**src/rtl/alu_cmd_queue.sv**
```systemverilog
// Command FIFO in front of an external fixed-latency ALU; issues one command at a time and
// holds each result until taken. Define ALU_CMDQ_ERRCHK_EN to flag sub underflow / divide-by-zero.
module alu_cmd_queue #(
   parameter int DEPTH   = 4,
   parameter int ALU_LAT = 1
) (
   input  logic                   clk,
   input  logic                   reset,
   input  logic                   in_valid,
   output logic                   in_ready,
   input  logic [3:0]             in_op,
   input  logic [15:0]            in_a,
   input  logic [15:0]            in_b,
   output logic [3:0]             alu_op,
   output logic [15:0]            alu_a,
   output logic [15:0]            alu_b,
   input  logic [31:0]            alu_result,
   output logic                   out_valid,
   input  logic                   out_ready,
   output logic [31:0]            out_data,
   output logic                   out_err,
   output logic [3:0]             out_op,
   output logic [$clog2(DEPTH):0] count
);
   localparam int AW = $clog2(DEPTH);
   localparam int CW = AW + 1;
   localparam int LW = $clog2(ALU_LAT + 1);
   localparam logic [3:0] OP_SUB   = 4'd1;
   localparam logic [3:0] OP_DIV   = 4'd3;
   localparam logic [3:0] OP_NOP   = 4'd13;
   localparam logic [3:0] OP_ERR   = 4'd14;
   localparam logic [3:0] OP_FLUSH = 4'd15;
`ifdef ALU_CMDQ_ERRCHK_EN
   localparam bit ERRCHK = 1'b1;
`else
   localparam bit ERRCHK = 1'b0;
`endif

   typedef enum logic [1:0] {IDLE, ISSUE, WAIT, HOLD} state_t;
   typedef struct packed {
      logic [3:0]  op;
      logic [15:0] a;
      logic [15:0] b;
   } cmd_t;

   state_t        state, next_state;
   cmd_t          mem [DEPTH];
   cmd_t          head, issue_q;
   logic [AW-1:0] wr_ptr, rd_ptr;
   logic [LW-1:0] lat_cnt;
   logic          ready_en, empty, head_flush;
   logic          push, pop, flush, capture, retire;
   logic [31:0]   res_data;
   logic          res_err;

   assign head       = mem[rd_ptr];
   assign empty      = (count == '0);
   assign head_flush = (head.op == OP_FLUSH);
   // A flush being popped this cycle clears the FIFO, so nothing may be pushed alongside it.
   assign in_ready   = ready_en && (count < CW'(DEPTH)) && !flush;
   assign push       = in_valid && in_ready;

   // NOTE: state registers use non-blocking (<=) so every flop samples pre-edge values.
   always_ff @(posedge clk or negedge reset) begin
      if (!reset) state <= IDLE;
      else        state <= next_state;
   end

   // NOTE: every output of this block gets a default first, so no path can infer a latch.
   always_comb begin
      next_state = state;
      pop        = 1'b0;
      flush      = 1'b0;
      capture    = 1'b0;
      retire     = 1'b0;
      case (state)
         IDLE: if (!empty) begin
            pop        = 1'b1;
            flush      = head_flush;
            next_state = head_flush ? IDLE : ISSUE;
         end
         ISSUE: next_state = WAIT;
         WAIT: if (issue_q.op == OP_NOP || lat_cnt <= LW'(1)) begin
            capture    = 1'b1;
            next_state = HOLD;
         end
         HOLD: if (out_ready) begin
            retire = 1'b1;
            if (!empty) begin
               pop        = 1'b1;
               flush      = head_flush;
               next_state = head_flush ? IDLE : ISSUE;
            end else begin
               next_state = IDLE;
            end
         end
         default: next_state = IDLE;
      endcase
   end

   always_comb begin
      res_data = alu_result;
      res_err  = 1'b0;
      if (issue_q.op == OP_NOP) begin
         res_data = '0;
      end else if (issue_q.op == OP_ERR) begin
         res_data = '0;
         res_err  = 1'b1;
      end else if (ERRCHK && ((issue_q.op == OP_SUB && issue_q.b > issue_q.a) ||
                              (issue_q.op == OP_DIV && issue_q.b == '0))) begin
         res_data = '0;
         res_err  = 1'b1;
      end
   end

   // NOTE: the storage array has no reset; only pointers and count define which entries are live.
   always_ff @(posedge clk) begin
      if (push) mem[wr_ptr] <= {in_op, in_a, in_b};
   end

   always_ff @(posedge clk or negedge reset) begin
      if (!reset) begin
         wr_ptr   <= '0;
         rd_ptr   <= '0;
         count    <= '0;
         ready_en <= 1'b0;
      end else begin
         ready_en <= 1'b1;
         if (flush) begin
            wr_ptr <= '0;
            rd_ptr <= '0;
            count  <= '0;
         end else begin
            if (push) wr_ptr <= wr_ptr + 1'b1;
            if (pop)  rd_ptr <= rd_ptr + 1'b1;
            if (push && !pop)      count <= count + 1'b1;
            else if (pop && !push) count <= count - 1'b1;
         end
      end
   end

   always_ff @(posedge clk or negedge reset) begin
      if (!reset) begin
         issue_q   <= '0;
         lat_cnt   <= '0;
         alu_op    <= OP_NOP;
         alu_a     <= '0;
         alu_b     <= '0;
         out_valid <= 1'b0;
         out_data  <= '0;
         out_err   <= 1'b0;
         out_op    <= '0;
      end else begin
         if (pop && !flush) issue_q <= head;
         if (state == ISSUE) begin
            alu_op  <= issue_q.op;
            alu_a   <= issue_q.a;
            alu_b   <= issue_q.b;
            lat_cnt <= LW'(ALU_LAT);
         end else if (state == WAIT) begin
            lat_cnt <= lat_cnt - 1'b1;
         end
         if (capture) begin
            out_valid <= 1'b1;
            out_data  <= res_data;
            out_err   <= res_err;
            out_op    <= issue_q.op;
         end else if (retire) begin
            out_valid <= 1'b0;
         end
      end
   end

endmodule

```
**config.mk**
```make
export PLATFORM = sky130hd
export DESIGN_NAME = alu_cmd_queue
export DESIGN_NICKNAME = d
export VERILOG_FILES = /design/src/rtl/alu_cmd_queue.sv
export SDC_FILE = /design/constraint.sdc
export NUM_CORES = 1
export LEC_CHECK = 0
export BUFFER_PORTS_ARGS = -buffer_cell sky130_fd_sc_hd__buf_2
export CAP_MARGIN = 40
export CORE_MARGIN = 4
export CORE_UTILIZATION = 35
export DETAILED_ROUTE_END_ITERATION = 8
export GPL_ROUTABILITY_DRIVEN = 1
export MAX_ROUTING_LAYER = met4
export SYNTH_ARGS = -nofsm -noshare
export SYNTH_HDL_FRONTEND = slang
export SYNTH_SLANG_ARGS = --single-unit
```
**constraint.sdc**
```tcl
create_clock -name clk -period 7.8 [get_ports clk]
set_clock_uncertainty 0.1 [all_clocks]
set_input_delay 0.39 -clock clk [delete_from_list [all_inputs] [get_ports clk]]
set_output_delay 0.39 -clock clk [all_outputs]
set_load 0.03 [all_outputs]
```
==> metrics.txt, run 1 <==
initial antenna violation count 0; vias per cell roughly 4.7; worst min-delay path class in2reg; Total GRT Usage roughly an eighth; HPWL Detailed ~13 mm; most common cell in the netlist edfxtp_1; Max Slew Vio Count 0; Synth area leaders edfxtp_1 43%, dfrtp_1 29%, mux4_2 8.1%; Worst slew margin about 53%; first-pass GRT wire length 32.2 mm; Clock Latency Late Sink 0.53 ns; post-synthesis instance total slightly above 500; ys flop type edfxtp_1; Fin. Hold Viols 0; vias between 5000 and 6000; clock tree buffer depth 3; final setup fails 0; Arr. time, crit path 2.87 ns; Post-synth EDFFs between 100 and 150; synthesized area per cell 19.8 um^2; Final Cell Area roughly 13000 um^2; MaxCap Viol Count 0; Register Area between 7000 and 8000 um^2; Final Wtd Congestion roughly 0.8; drt wl/cell between 15 and 20 um; layout net count just over 800; H-tree depth 1; Sinks on Clock Net about 260; GRT Residual Overflow 0; Synth-to-Final Area Change 29.0%; #FFs+latches synth between 200 and 300; Max VDD drop between 0.2 and 0.25 mV; CP Data Required Time roughly 7.3 ns; measured slew at the worst slew-check pin ~0.70 ns; Post-Syn Area around 10000 um^2; PD cells slightly above 400 nW/um^2; fin crit period 3.36 ns; total CTS buffers 27; Netlist cell types 40; status completed; Async S/R FF share, synth a little under half; # port buffers between 100 and 150; YS warnings 0; drt pass-1 iters 4; vias in the first global route between 5000 and 6000; Antenna Diode Count 0; DP Cell Count slightly above 1000; Clk pin slew, worst setup/hold paths about 0.06 ns; Yosys top cell area share between 40% and 50%; commonest cells in the netlist 144 x edfxtp_1, 117 x dfrtp_1, 40 x mux2_2, 36 x mux4_2, 32 x a22o_1; initial DRC count ~270; RSZ-0062 raised after global routing no; CTS tree done; Core Box Area 27900 um^2; Root Buffer clkbuf_16; post-place instance area ~11000 um^2; Die Y around 180 um; Final period util a little over two fifths; # rows 61; fmax between 200 and 300 MHz; FILL cells ~2400; layout cells sized above 1 41.2%; Final TNS setup 0 ns; # DRC 0; CP Max Fanout 9; critical path type reg2out; area of the multi-input gates around 2500 um^2; Ports 150; Detailed Route WL between 20 and 25 mm; antenna viol nets, final 0; Starting Density 35.7%; die area 31200 um^2; crit start category flip-flop; Synth area leader edfxtp_1; CP Capture Type output port; fin util a little under half; PostCTS Resize Cnt 0; syn_nets 585; Seq/Total Area, Yosys between 70% and 80%; Leak approximately 5.1 nW; pin count of the biggest net entering global routing 70; fin cells 1136; Die Wd ~180 um
## cell families (layout without fill, tap and decap cells)
group                    Yosys count  after routing  share of synthesized area, %
other                              1              1                        0.0376
buffers and inverters             32            287                          1.56
multiplexers                     113            113                          17.5
XOR/XNOR                           4              4                         0.352
AO/OA/AOI/OAI                     46             46                          3.67
adder cells (fa/ha/maj)           10             10                          1.33
flip-flops                       264            264                          73.6
AND/OR/NAND/NOR                   33             33                          2.00
## worst max-delay path, cell delays in order, from the launching register on
cell	delay (ns)
dfrtp_1	0.40
inv_1	0.10
ha_1	0.38
or3_1	0.47
nor2_1	0.58
nor3b_1	0.18
buf_2	0.23
## cells in the final DEF, fill, tap and decap left out, types with 2 or more instances in the layout
| cell type | instances |
|---|---|
| dfrtp_2 | 2 |
| buf_4 | 7 |
| nand2_1 | 8 |
| clkbuf_1 | 7 |
| xnor2_1 | 3 |
| nand4b_1 | 2 |
| nor2_1 | 6 |
| buf_2 | 148 |
| mux4_2 | 36 |
| edfxtp_1 | 144 |
| buf_16 | 2 |
| clkbuf_16 | 27 |
| dlygate4sd3_1 | 69 |
| nor3b_2 | 3 |
| mux2_4 | 18 |
| buf_12 | 2 |
| mux2_1 | 18 |
| or3_1 | 2 |
| bufinv_16 | 2 |
| o21ai_0 | 3 |
| dfrtp_1 | 115 |
| ha_1 | 8 |
| o21ai_1 | 3 |
| a21oi_1 | 2 |
| clkinv_2 | 4 |
| clkbuf_8 | 7 |
| mux2_2 | 40 |
| a22o_1 | 32 |
| dfstp_2 | 3 |
| inv_1 | 7 |
| nor2b_1 | 3 |
## cell type report
| cell class | instances | area share (%) |
|---|---|---|
| repair buffers | 229 | 12.4 |
| inverters | 8 | 0.234 |
| flip-flops and latches | 264 | 57.1 |
| well taps | 378 | 3.68 |
| clock inverters | 9 | 0.886 |
| multi-input cells | 207 | 19.6 |
| clock buffers | 41 | 6.21 |
## final timing paths
path	start	endpoint	slack, ns	cells past startpoint
setup / recovery	state[0]$_DFFE_PN0P_	in_ready	4.44	6
hold / removal	out_ready	out_valid$_DFFE_PN0P_	0.06	4
setup reg to reg	rd_ptr[0]$_DFFE_PN0P_	mem[3][15]$_DFFE_PP_	4.90	5
hold reg to reg	issue_q[23]$_DFFE_PN0P_	issue_q[23]$_DFFE_PN0P_	0.38	1
max in group asynchronous	reset	alu_op[2]$_DFFE_PN1N_	6.30	4
min in group asynchronous	reset	issue_q[4]$_DFFE_PN0P_	0.31	2
## registers in the layout, summed over array words and instances (netlist names)
register,count
out_valid,1
alu_a,16
out_data,32
rd_ptr,2
alu_b,16
count,3
out_err,1
ready_en,1
wr_ptr,2
alu_op,4
state,2
out_op,4
mem,144
issue_q,36
## stage by stage
stage                     total power, mW  setup WS (ns)  hold WS (ns)
after detailed placement             3.99           4.85         0.271
after CTS                            5.34           4.43      0.000646
after global placement               3.89           4.74         0.265
after floorplan                      3.46           1.87      -0.00559
final                                5.26           4.44        0.0628
after global routing                 5.55           4.25        0.0782
## repair_timing
| action | 4_1_cts | 5_1_grt |
|---|---|---|
| hold endpoints to repair | 223 | 1 |
| endpoints found under the setup margin | 0 | 0 |
| hold buffers | 68 | 1 |
| buffers inserted | 0 | 0 |
## layer usage
metal	up-vias	global-route usage, %	part of all wire (%)
met2	188	22.2	49
met5	-	-	0
li1	2432	-	-
met3	26	2.52	5.9
met4	0	2.77	1.6
met1	2708	16.8	43
## power by group
part / internal (mW) / total [mW] / leakage, nW / switching, mW
clock network: 0.775 / 1.29 / 0.450 / 0.512
logic: 0.863 / 1.90 / 1.94 / 1.04
registers: 1.85 / 2.07 / 2.73 / 0.223
No activity file was read; power rests on OpenSTA's default activity.
==> run 2, diff against run 1 <==
==> constraint.sdc (replaced) <==
create_clock -name clk -period 2.9 [get_ports clk]
set_clock_uncertainty 0.1 [all_clocks]
set_input_delay 0.145 -clock clk [delete_from_list [all_inputs] [get_ports clk]]
set_output_delay 0.145 -clock clk [all_outputs]
set_load 0.03 [all_outputs]
==> run 2 against run 1 <==
Against the previous run: power rose to 2.8 times the previous value; flip-flop and latch count unchanged; sequential power rose to 2.7 times the previous value; register-to-register slack worse by 4.8 ns; critical path type is now reg2reg; combinational power rose to 2.8 times the previous value; critical path depth unchanged; non-clock buffer count up 17; clock power rose to 2.9 times the previous value.
==> metrics.txt, run 2 (synthesized netlist as in run 1, its figures left out) <==
Core Box Area 27900 um^2; R2R depth 6; Total GRT Usage about 14%; pin count of the biggest net entering global routing between 50 and 60; Arr. time, crit path ~2.9 ns; layout cells sized above 1 42.6%; largest registers mem (144), issue_q (36), out_data (32); clock tree buffer depth 3; antenna viol nets, final 0; DP Cell Count ~1000; worst setup margin about 0.13 ns; Sinks on Clock Net 264; commonest non-fill, non-tap cell in the layout buf_2; # rows 61; pre-CTS WS roughly 0.055 ns; die area approximately 31000 um^2; # DRC 0; Fin. Hold Viols 0; RSZ-0062 raised after global routing no; first-pass GRT wire length 32.8 mm; Ports 150; crit start category flip-flop; post-place instance area around 11000 um^2; reg2reg start rd_ptr[0]$_DFFE_PN0P_; Detailed Route WL ~21 mm; most frequent cells in the layout 148 x buf_2, 144 x edfxtp_1, 115 x dfrtp_1, 71 x dlygate4sd3_1, 40 x mux2_2; Int Pwr approximately 9.7 mW; R2R Path End mem[0][24]$_DFFE_PP_; max reg flops 144; drt wl/cell 18.1 um; Die Y 177 um; Final period util between 90% and 100%; measured slew at the worst slew-check pin 0.802 ns; vias in the first global route 5959; GRT Residual Overflow 0; # port buffers 149; initial antenna violation count 1; clock share of power 25.5%; Clk pin slew, worst setup/hold paths 0.06 ns; Leak between 5 and 6 nW; fin cells 1156; Root Buffer clkbuf_16; layout net count 837; Sw Share approximately a third; Final Cell Area 13100 um^2; drt pass-1 iters 4; MaxCap Viol Count 0; fmax between 300 and 400 MHz; CP Data Required Time roughly 3.0 ns; Starting Density roughly 36%; CP Max Fanout 24; Synth-to-Final Area Change 31.6%; HPWL Detailed 13.8 mm; net switching power 4.84 mW; Final Wtd Congestion 0.817; Largest Register mem; Hold WS 0.0355 ns; Worst slew margin around 46%; H-tree depth 1; Max VDD drop between 0.5 and 0.6 mV; vias per cell 4.69; worst min-delay path class in2async; initial DRC count about 250; sequential share of power between 30% and 40%; Worst R2R Setup Slack between 0.1 and 0.15 ns; total CTS buffers 28; total power draw 14.5 mW; Die Wd 177 um; Gate power share 36.5%; Clock Latency Late Sink 0.53 ns; final setup fails 0; CP Capture Type flip-flop; CTS tree done; status completed; critical path type reg2reg; PD cells 1110 nW/um^2; vias approximately 5400; fin crit period 2.77 ns; Max Slew Vio Count 0
-- run 2: final cells by class --
class | count | area, um^2
inverter | 8 | 30.0
tap | 378 | 473
sequential | 264 | 7330
clock buffer | 36 | 762
timing repair buffer | 246 | 1730
multi-input combinational | 207 | 2580
antenna | 1 | 2.50
fill | 2372 | 14800
clock inverter | 16 | 209
-- run 2: worst max-delay path by stage --
stage                           from  depth (start not counted)                   end  slack [ns]
6_report       rd_ptr[0]$_DFFE_PN0P_                          6  mem[0][24]$_DFFE_PP_        0.13
5_1_grt        rd_ptr[0]$_DFFE_PN0P_                          6  mem[0][18]$_DFFE_PP_        0.02
4_1_cts        rd_ptr[0]$_DFFE_PN0P_                          6  mem[3][15]$_DFFE_PP_        0.03
3_5_place_dp   rd_ptr[0]$_DFFE_PN0P_                          6  mem[0][22]$_DFFE_PP_        0.06
3_3_place_gp   rd_ptr[0]$_DFFE_PN0P_                          5  mem[2][28]$_DFFE_PP_       -0.05
2_1_floorplan  rd_ptr[0]$_DFFE_PN0P_                          5   mem[3][0]$_DFFE_PP_       -0.20
-- run 2: through the flow --
step	TNS, ns	utilization [%]
after CTS	0	46.9
after global routing	0	47.0
after detailed placement	0	40.9
after global placement	-1.45	40.6
final	0	47.0
after floorplan	-7.04	-
-- run 2: power groups by stage --
stage               Clock [mW]  Combinational, mW  Sequential (mW)
global placement             0               5.17             5.54
CTS                       3.81               5.39             5.53
global route              3.97               5.70             5.64
finish                    3.69               5.29             5.52
floorplan                    0               2.83             6.54
detailed placement           0               5.28             5.61
-- run 2: metal layers --
layer / up-vias / routed length, um / global-route usage, %
met5: - / 0 / -
met4: 0 / 357 / 3.03
met3: 32 / 1220 / 2.67
met2: 167 / 10300 / 22.5
met1: 2757 / 8980 / 17.6
li1: 2463 / - / -
-- run 2: critical path, cell delays in order (launching register included) --
cell and delay [ns]:
dfrtp_2 0.45, mux4_2 0.57, nand4_4 0.14, nor2_4 0.06, buf_4 0.17, nor3b_4 0.67, buf_12 0.28
-- run 2: timing repair --
| action | 4_1_cts | 5_1_grt |
|---|---|---|
| setup buffers | 0 | 1 |
| resized for setup | 0 | 1 |
| hold buffers | 71 | 0 |
| hold endpoints to repair | 299 | 0 |
| endpoints found under the setup margin | 0 | 18 |
==> run 3, diff against run 2 <==
--- a/config.mk
+++ b/config.mk
@@ -7,7 +7,8 @@
 export LEC_CHECK = 0
 export BUFFER_PORTS_ARGS = -buffer_cell sky130_fd_sc_hd__buf_2
 export CAP_MARGIN = 40
-export CORE_MARGIN = 4
+export CORE_ASPECT_RATIO = 0.75
+export CORE_MARGIN = 5
 export CORE_UTILIZATION = 35
 export DETAILED_ROUTE_END_ITERATION = 8
 export GPL_ROUTABILITY_DRIVEN = 1
==> run 3 against run 2 <==
Against the previous run: first-iteration DRC count is 20% higher; flip-flop and latch count stayed put; cell count is 0.43% lower; critical path depth is 2 higher; die area is 2.4% higher; setup slack better by 0.12 ns; hold slack better by 0.10 ns; sequential share of layout area is 0.61 points higher; wire length is 2.5% higher; power is 0.80% lower; core utilization is 0.70 points lower; largest cell class unchanged.
==> metrics.txt, run 3 (synthesized netlist as in run 1, its figures left out) <==
layout net count slightly above 800; met3 Usage GRT ~3.0%; H-tree depth 1; Synth-to-Final Area Change 30.2%; layer carrying the most global-route usage met2; fmax 376 MHz; CP Max Fanout 36; Max VDD drop between 0.7 and 0.8 mV; Starting Density between 30% and 40%; first-pass GRT wire length between 30 and 40 mm; grt met1 use approximately 19%; Sinks on Clock Net 264; CP Capture Type flip-flop; PD cells about 1100 nW/um^2; Die Y roughly 160 um; Final period util between 90% and 100%; Arr. time, crit path roughly 2.7 ns; Largest Register mem; Ports 150; CTS tree done; Total GRT Usage between 10% and 20%; initial antenna violation count 2; vias in the first global route around 6000; GRT Residual Overflow 0; total CTS buffers 27; most frequent cells in the layout 148 x buf_2, 144 x edfxtp_1, 115 x dfrtp_1, 71 x dlygate4sd3_1, 40 x mux2_2; Worst slew margin roughly half; # DRC 0; worst min-delay path class in2async; die area ~32000 um^2; final setup fails 0; initial DRC count 300; clock tree buffer depth 3; Clk pin slew, worst setup/hold paths roughly 0.070 ns; largest registers mem (144), issue_q (36), out_data (32); antenna viol nets, final 0; pin count of the biggest net entering global routing just over 80; RSZ-0062 raised after global routing no; Root Buffer clkbuf_16; drt pass-1 iters 4; Final Wtd Congestion around 0.76; MaxCap Viol Count 0; # rows 53; DP Cell Count 1026; commonest non-fill, non-tap cell in the layout buf_2; HPWL Detailed roughly 14 mm; layout cells sized above 1 a little over two fifths; met2 usage a little over a fifth; measured slew at the worst slew-check pin between 0.7 and 0.8 ns; total power draw ~14 mW; fin cells roughly 1200; Leak around 5.1 nW; vias about 5400; Fin. Hold Viols 0; Detailed Route WL 21.4 mm; max reg flops between 100 and 150; # port buffers roughly 150; Final TNS setup 0 ns; critical path type reg2reg; drt wl/cell approximately 19 um; Clock Latency Late Sink approximately 0.54 ns; vias per cell between 4 and 5; status completed; CP Data Required Time approximately 3.0 ns; Max Slew Vio Count 0; Core Box Area ~28000 um^2; PostCTS Resize Cnt 0; crit start category flip-flop; fin crit period 2.66 ns; Die Wd 205 um
[run 3: cell count changes in the layout (fill, tap and decap cells not counted), sizes merged]
| cell | delta |
|---|---|
| inv | +2 |
| bufinv | -2 |
| buf | -11 |
| clkinv | -4 |
| clkbuf | +2 |
| diode | +1 |
[run 3: power breakdown]
| group | internal [mW] | total [mW] | switching [mW] |
|---|---|---|---|
| clock network | 2.16 | 3.60 | 1.44 |
| registers | 4.98 | 5.57 | 0.588 |
| logic | 2.34 | 5.21 | 2.88 |
| total | 9.48 | 14.4 | 4.91 |
[run 3: final timing paths]
check	to	slack, ns	from	cells after the start
worst max-delay path	mem[3][29]$_DFFE_PP_	0.24	state[0]$_DFFE_PN0P_	8
worst min-delay path	out_data[9]$_DFFE_PN0P_	0.14	reset	2
worst max register to register	mem[3][29]$_DFFE_PP_	0.24	state[0]$_DFFE_PN0P_	8
worst min register to register	issue_q[7]$_DFFE_PN0P_	0.39	issue_q[7]$_DFFE_PN0P_	1
max in group asynchronous	alu_a[4]$_DFFE_PN0N_	1.87	reset	3
min in group clk	mem[2][14]$_DFFE_PP_	0.27	in_b[14]	2
[run 3: repair_timing]
item                                    4_1_cts  5_1_grt
endpoints found under the hold margin       257        0
setup buffers                                 0        2
endpoints found under the setup margin        0        1
hold buffers                                 71        0
[run 3: area by class of cell]
| cell class | instances | area (um^2) |
|---|---|---|
| fillers | 2357 | 15100 |
| flip-flops and latches | 264 | 7330 |
| multi-input cells | 207 | 2570 |
| repair buffers | 235 | 1610 |
| clock buffers | 38 | 778 |
| well taps | 385 | 482 |
| clock inverters | 12 | 161 |
| inverters | 8 | 30.0 |
| diodes | 2 | 5.00 |
[run 3: critical path, stage by stage (launching register included)]
cell	delay (ns)
dfrtp_1	0.41
inv_1	0.10
ha_1	0.24
a21oi_2	0.22
or3_1	0.26
nor2_4	0.06
buf_4	0.17
nor4b_4	0.22
buf_4	0.49
[run 3: per-layer routing]
metal	part of all wire, %	wire length [um]	vias to the layer above
li1	-	-	2451
met1	46	9800	2760
met2	46	9780	163
met3	6.4	1370	33
met4	2.0	430	0
met5	0	0	-
[run 3: per-stage QoR]
stage	instance area (um^2)	worst slack [ns]	util, %	hold WS (ns)
floorplan	10000	-0.195	-	-0.251
global placement	11300	0.414	40.3	0.131
detailed placement	11300	0.330	40.3	0.141
CTS	13000	0.00717	46.2	0.149
global route	13000	0.0927	46.3	0.193
finish	13000	0.244	46.3	0.136
